`src/rtl/store_unit.sv`:
```
// Store unit: lane-aligns RV32I store data, builds the byte mask and drives a
// held valid/ready write request to data memory with stall, misalign and timeout reporting.
module store_unit #(
  parameter int TIMEOUT_CYCLES = 255,
  parameter int CNT_W          = 8
) (
  input  logic        clk_in,
  input  logic        rst_in,
  input  logic        st_valid_in,
  input  logic [2:0]  funct3_in,
  input  logic [31:0] addr_in,
  input  logic [31:0] rs2_in,
  input  logic        bus_ready_in,
  output logic        bus_req_out,
  output logic [31:0] bus_addr_out,
  output logic [31:0] bus_wdata_out,
  output logic [3:0]  bus_wmask_out,
  output logic        stall_out,
  output logic        done_out,
  output logic        misaligned_out,
  output logic [31:0] misaligned_addr_out,
  output logic        bus_err_out
);

  localparam logic [0:0] S_IDLE = 1'b0;
  localparam logic [0:0] S_REQ  = 1'b1;

  localparam bit              TO_EN    = (TIMEOUT_CYCLES > 0);
  localparam logic [CNT_W-1:0] LIMIT_M1 = CNT_W'((TIMEOUT_CYCLES > 0) ? TIMEOUT_CYCLES - 1 : 0);

  localparam logic [2:0] F3_SB = 3'b000;
  localparam logic [2:0] F3_SH = 3'b001;
  localparam logic [2:0] F3_SW = 3'b010;

  function automatic logic [31:0] fmt_wdata(input logic [2:0] f3, input logic [31:0] d);
    case (f3)
      F3_SB:   fmt_wdata = {4{d[7:0]}};
      F3_SH:   fmt_wdata = {2{d[15:0]}};
      default: fmt_wdata = d;
    endcase
  endfunction

  function automatic logic [3:0] fmt_wmask(input logic [2:0] f3, input logic [1:0] a);
    case (f3)
      F3_SB:   fmt_wmask = 4'b0001 << a;
      F3_SH:   fmt_wmask = a[1] ? 4'b1100 : 4'b0011;
      default: fmt_wmask = 4'b1111;
    endcase
  endfunction

  logic [0:0]       r_state;
  logic [CNT_W-1:0] r_cnt;
  logic             r_req;
  logic [31:0]      r_addr;
  logic [31:0]      r_wdata;
  logic [3:0]       r_wmask;
  logic             r_done;
  logic             r_mis;
  logic [31:0]      r_mis_addr;
  logic             r_err;

  logic w_legal;
  logic w_misal;
  logic w_stall;
  logic w_hs;
  logic w_timeout;
  logic w_accept;
  logic w_mis_evt;

  assign w_legal   = (funct3_in == F3_SB) || (funct3_in == F3_SH) || (funct3_in == F3_SW);
  assign w_misal   = ((funct3_in == F3_SH) && addr_in[0]) ||
                     ((funct3_in == F3_SW) && (addr_in[1:0] != 2'b00));
  assign w_stall   = (r_state == S_REQ) && !bus_ready_in;
  assign w_hs      = (r_state == S_REQ) && bus_ready_in;
  // The cycle whose increment would reach the limit is the abort cycle.
  assign w_timeout = TO_EN && w_stall && (r_cnt == LIMIT_M1);
  assign w_accept  = st_valid_in && w_legal && !w_misal && ((r_state == S_IDLE) || w_hs);
  // A held store only reports its misalignment once the pipeline releases it.
  assign w_mis_evt = st_valid_in && w_legal && w_misal && !w_stall;

  always_ff @(posedge clk_in or posedge rst_in) begin
    if (rst_in) begin
      r_state    <= S_IDLE;
      r_cnt      <= '0;
      r_req      <= 1'b0;
      r_addr     <= '0;
      r_wdata    <= '0;
      r_wmask    <= '0;
      r_done     <= 1'b0;
      r_mis      <= 1'b0;
      r_mis_addr <= '0;
      r_err      <= 1'b0;
    end else begin
      r_done <= w_hs;
      r_err  <= w_timeout;
      r_mis  <= w_mis_evt;
      if (w_mis_evt) r_mis_addr <= addr_in;

      if (w_accept) begin
        r_state <= S_REQ;
        r_req   <= 1'b1;
        r_addr  <= {addr_in[31:2], 2'b00};
        r_wdata <= fmt_wdata(funct3_in, rs2_in);
        r_wmask <= fmt_wmask(funct3_in, addr_in[1:0]);
        r_cnt   <= '0;
      end else if (w_hs || w_timeout) begin
        r_state <= S_IDLE;
        r_req   <= 1'b0;
        r_cnt   <= '0;
      end else if (w_stall) begin
        r_cnt <= r_cnt + 1'b1;
      end
    end
  end

  assign bus_req_out         = r_req;
  assign bus_addr_out        = r_addr;
  assign bus_wdata_out       = r_wdata;
  assign bus_wmask_out       = r_wmask;
  assign stall_out           = w_stall;
  assign done_out            = r_done;
  assign misaligned_out      = r_mis;
  assign misaligned_addr_out = r_mis_addr;
  assign bus_err_out         = r_err;

endmodule

```
`config.mk`:
```
export PLATFORM = sky130hd
export DESIGN_NAME = store_unit
export DESIGN_NICKNAME = d
export VERILOG_FILES = /design/src/rtl/store_unit.sv
export SDC_FILE = /design/constraint.sdc
export NUM_CORES = 1
export LEC_CHECK = 0
export BUFFER_PORTS_ARGS = -buffer_cell sky130_fd_sc_hd__buf_4
export CORE_MARGIN = 3
export CORE_UTILIZATION = 54
export DETAILED_ROUTE_END_ITERATION = 7
export PLACE_DENSITY = 0.86
export SYNTH_ARGS = -nofsm -noshare
export SYNTH_HDL_FRONTEND = slang
export SYNTH_SLANG_ARGS = --single-unit
export TNS_END_PERCENT = 20
```
`constraint.sdc`:
```
create_clock -name clk_in -period 5.8 [get_ports clk_in]
set_input_delay 0.58 -clock clk_in [delete_from_list [all_inputs] [get_ports clk_in]]
set_output_delay 0.58 -clock clk_in [all_outputs]
set_load 0.1 [all_outputs]
```
* Yosys cells after proc, flatten, opt, wreduce, memory -nomap -nowiden
Cells that the tools add are included.
** Word-level totals
- Register bits :: 110
- Latch bits :: 0
- Memory bits (writable) :: 0
- ROM bits :: 0
- Output and inout bits :: 105
- Logic and storage cells :: 45
- Memories kept :: 0
** Cells by class
- Add/sub/neg operators :: 1
- Multiply operators :: 0
- Divide/modulo/power cells :: 0
- $lt $le $gt $ge :: 0
- Eq/ne operators :: 3
- Shifts and indexed selects :: 1
- Muxes and demuxes :: 8
- Bitwise operators :: 1
- Reduce and logical (&&, ||, !) cells :: 22
** Operators with widths (number)
- 32-bit case mux with 2 select lines :: 1
- 8-bit 2-to-1 mux :: 3
- 1-bit logical AND :: 10
- 8-bit by 1-bit adder with 8-bit output, second input constant :: 1
- 8-bit == test, second input constant :: 1
- 4-bit case mux with 2 select lines :: 1
- 1-bit logical OR :: 5
- 4-bit 2-to-1 mux :: 1
- 2-bit nonzero test :: 2
- 1-bit by 2-bit << shifter with 4-bit output, first input constant :: 1
- 3-bit by 1-bit == test with 1-bit output, second input constant :: 1
- 3-bit by 2-bit == test with 1-bit output, second input constant :: 1
- 1-bit logical NOT :: 3
- 3-bit logical NOT :: 1
- 3-bit nonzero test :: 1
- 1-bit 2-to-1 mux :: 2
- 1-bit NOT :: 1

* Depth between registers and ports, before layout
- Word-level depth :: 7
- Gate-level depth with buffers :: 7

* Worst setup path after synthesis
No wires, ideal clock.
- Path type :: register -> output
- From :: register, netlist name bus_req_out
- To :: output port stall_out
- Arrival time :: 1.821 ns
- Required time :: 5.220 ns
- Slack :: 3.399 ns
- Cell stages (with the launch flop) :: 3
- Cells stage by stage :: dfrtp_1 -> nand2b_1 -> inv_1
** RTL lines
- end: declaration :: RTL line 18 : output logic stall_out,

* Worst setup path after layout
- From :: input port funct3_in[0]
- To :: register r_wdata[20] (netlist: bus_wdata_out[20])
** On the way
- Word-level cells in the longest chain between the ends :: 6
** Ends and longest elaborated chain
- start: declaration :: RTL line 10 : input logic [2:0] funct3_in,
- 3-bit by 1-bit == test with 1-bit output, or another cell as far along :: RTL line 36, 70, 71
- 1-bit logical OR, or another cell as far along :: RTL line 70 : assign w_legal = (funct3_in == F3_SB) || (funct3_in == F3_SH) || (funct3_in == F3_SW);
- 1-bit logical OR, on equally long branches :: RTL line 70, 71
- 1-bit logical AND or 1-bit logical NOT (tied branches) :: RTL line 77 : assign w_accept = st_valid_in && w_legal && !w_misal && ((r_state == S_IDLE) || w_hs);
- 1-bit logical AND (2 in series) :: RTL line 77
- end signal: assignment :: RTL line 103 : r_wdata <= fmt_wdata(funct3_in, rs2_in);
- end: declaration :: RTL line 55 : logic [31:0] r_wdata;
Parallel ways exist; a longest one is shown, timed or not.
A chain may end at the register's enable or synchronous reset.

==> metrics.txt <==
result of the run completed; Initial Utilization 55.8%; sequence of cells on the critical path buf_4 > xor2_1 > a31oi_2 > nor2b_4 > buf_4 > mux2_2; final count of negative-setup-slack endpoints 0; Post-DP HPWL between 8000 and 9000 µm; largest clock skew in the final design ~0.011 ns; xor/xnor share of the synthesized area less than 1%; vias per cell around 5.3; Fmax achieved 0.340 GHz; Clock Sink Count 110; Worst path max stage delay 0.90 ns; maximum clock path buffer count 2; iteration-0 DRC count of the detailed router about 130; post-synthesis adder-cell area fraction less than 1%; first-pass GRT wire length 16900 µm; number of buffers inserted by port buffering approximately 170; number of ports placed on the die boundary between 150 and 200; required time worst endpoint about 6 ns; async set-reset flop share out of synthesis 100%; hold_buf cts 0; Gate Count Post-Synth 331; post-synth top area cell sky130_fd_sc_hd__dfrtp_1; count of unique library cells instantiated by Yosys 37; Final Hold Viols 0; mean cell area of the mapped netlist between 10 and 15 µm²; transition time at the pin with the least slew margin roughly 1.1 ns; type of the worst min-delay path in2async; Placement Setup Slack between 2 and 2.5 ns; Seq/Total Area, Yosys 56.3%; Inserted Clock Buffers 9; type of destination of the critical path flop; RD Place Congestion about 0.74; final design instance area without fill around 0.0064 mm²; Leak Pwr between 3 and 4 nW; Primary FF master, synth sky130_fd_sc_hd__dfrtp_1; worst setup path category in2reg; CP Depth 6; simple-gate share of the synthesized area roughly 4.5%; row count 34; count of buffer and inverter cells on the critical path 2; via count of the routed design ~3.3k; remaining antenna violation count 0; vias in the first global route between 3k and 4k; number of remaining DRC errors 0; startpoint of the most critical register-to-register path bus_req_out$_DFFE_PP0P_; biggest fanout along the worst timing path a little over 40; Antenna Diode Count 0; P per Cell Area 568 mW/mm²; mux share of post-synthesis cell area between 30% and 40%; post-synth design cell area between 0.004 and 0.005 mm²; detailed-route wire length roughly 11000 µm; Relative slew margins between 20 and 30%; number of antenna violations at the first check in global routing 0; count of maximum capacitance violations 0; drt pass-1 iters 4; number of synthesized register bits 110; commonest cells after routing, fill and taps aside 176 x sky130_fd_sc_hd__buf_4, 110 x sky130_fd_sc_hd__dfrtp_1, 86 x sky130_fd_sc_hd__mux2_2; Worst Setup Slack, final ~2.9 ns; area growth from synthesis to layout 30.6%; Wirelength per Cell about 18 µm; clock latency on the worst-skew pair approximately 0.37 ns; setup repair after global routing missed its margin false; Die H 101 µm; share of the synthesized area in the top cell type 56.3%; cell seen most often among critical-path stages sky130_fd_sc_hd__buf_4; count of flip-flops with a built-in enable after synthesis 0; minimum period implied by the final worst setup slack 2.94 ns; most common library cell in the layout ignoring fill and taps sky130_fd_sc_hd__buf_4; slowest stage cell, crit path sky130_fd_sc_hd__nor2b_4; largest net degree at the start of global routing 68; r2r endpoint bus_wdata_out[20]$_DFFE_PP0P_; die boundary width ~100 µm; Total Negative Setup Slacks 0 ns; yosys synthesis warning count 0; clock tree from TritonCTS done; postcts setup bufs 0; overall fraction of global-route tracks in use 21.4%; count of cells along the worst register-to-register path 5; post-cts sizing count 0; flop-to-flop setup slack around 3.0 ns; leftover overflow at the end of global routing 0; max-slew violation total from the final report 0; Std-Cell Core Area between 0.008 and 0.009 mm²; data arrival time at the worst-slack endpoint between 3 and 4 ns; Total Nets Final ~570; worst-case vdd ir drop 0.341 mV; crit path launch type input port; Placed Instance Area just over 0.006 mm²; biggest area contributors in the synthesized netlist sky130_fd_sc_hd__dfrtp_1 56%, sky130_fd_sc_hd__mux2_2 20%, sky130_fd_sc_hd__mux2_4 8.9%, sky130_fd_sc_hd__mux2i_1 1.8%, sky130_fd_sc_hd__a21oi_1 1.4%; share of final-layout standard cells stronger than drive strength 1 slightly above 60%; fraction of the mapped netlist area in compound gates ~3.6%; combinational family with the most area after synthesis multiplexers; clk root buf sky130_fd_sc_hd__clkbuf_8; floorplan die area around 0.01 mm²; Top Family by Delay on Critical Path simple AND/OR/NAND/NOR gates; number of H-tree branching levels 3; Clock Pin Slew Worst Setup and Hold Paths 0.12 ns; Tcrit/Tclk final about 51%
flip-flops by register name, summed over array words and instances (netlist names):
signal,cells
bus_req_out,1
bus_err_out,1
bus_addr_out,30
r_cnt,8
bus_wdata_out,32
done_out,1
misaligned_addr_out,32
misaligned_out,1
bus_wmask_out,4
metal layers:
| metal | track usage [%] | part of all wire (%) | wire [µm] | vias to the layer above |
|---|---|---|---|---|
| met3 | 4.48 | 4.9 | 544 | 24 |
| li1 | - | - | - | 1507 |
| met2 | 38.3 | 54 | 6070 | 102 |
| met1 | 25.3 | 38 | 4300 | 1644 |
| met5 | 0 | 0 | 0 | - |
| met4 | 7.87 | 2.6 | 286 | 0 |
stage by stage:
stage / instances / utilization (%) / total power [mW] / hold slack (ns)
floorplan: 332 / - / 2.74 / 0.444
global placement: 597 / 70.6 / 3.16 / 0.464
detailed placement: 597 / 70.6 / 3.19 / 0.486
CTS: 613 / 72.8 / 3.65 / 0.270
global route: 613 / 72.8 / 3.73 / 0.291
finish: 613 / 72.8 / 3.62 / 0.261
synthesized netlist by cell type, types with 2 or more instances:
library cell / count
sky130_fd_sc_hd__inv_1: 9
sky130_fd_sc_hd__nand4_1: 2
sky130_fd_sc_hd__nor2_1: 11
sky130_fd_sc_hd__a22o_1: 2
sky130_fd_sc_hd__a41oi_1: 2
sky130_fd_sc_hd__nand2_1: 2
sky130_fd_sc_hd__a31oi_1: 2
sky130_fd_sc_hd__mux2_4: 29
sky130_fd_sc_hd__buf_2: 2
sky130_fd_sc_hd__a21oi_1: 14
sky130_fd_sc_hd__and3_1: 2
sky130_fd_sc_hd__nand2b_1: 2
sky130_fd_sc_hd__and2_1: 2
sky130_fd_sc_hd__mux2_2: 86
sky130_fd_sc_hd__buf_12: 3
sky130_fd_sc_hd__o21ai_0: 6
sky130_fd_sc_hd__nand3_1: 6
sky130_fd_sc_hd__ha_1: 2
sky130_fd_sc_hd__nor2_2: 2
sky130_fd_sc_hd__dfrtp_1: 110
sky130_fd_sc_hd__buf_4: 8
sky130_fd_sc_hd__buf_6: 2
sky130_fd_sc_hd__clkbuf_1: 3
sky130_fd_sc_hd__mux2i_1: 9
cells by family after synthesis:
logic type / count (synthesis)
mux: 124
xor+xnor: 2
flops: 110
simple gates: 36
fa+ha+maj: 2
buf+inv: 28
other cells: 1
compound gates: 28
worst max path at each step:
stage                       startpoint                       endpoint  slack (ns)
after global routing      funct3_in[0]    bus_addr_out[8]$_DFFE_PP0P_        2.71
after detailed placement  funct3_in[0]  bus_wdata_out[23]$_DFFE_PP0P_        2.47
after global placement    funct3_in[0]  bus_wdata_out[19]$_DFFE_PP0P_        2.51
after CTS                 funct3_in[0]  bus_wdata_out[23]$_DFFE_PP0P_        2.87
after floorplan                 rst_in   bus_addr_out[10]$_DFFE_PP0P_        2.32
final                     funct3_in[0]  bus_wdata_out[20]$_DFFE_PP0P_        2.86
where the power goes:
| group | switching (mW) | internal, mW | leakage [nW] |
|---|---|---|---|
| Clock | 0.271 | 0.179 | 0.101 |
| Sequential | 0.117 | 0.958 | 1.33 |
| Combinational | 1.63 | 0.463 | 1.64 |
layout make-up:
class	instances	area [µm²]
repair buffers	176	1320
fillers	592	2380
clock inverters	6	57.6
flip-flops and latches	110	2750
inverters	9	36.3
multi-input cells	194	1940
clock buffers	10	138
well taps	108	135
(Power assumes the default switching activity.)
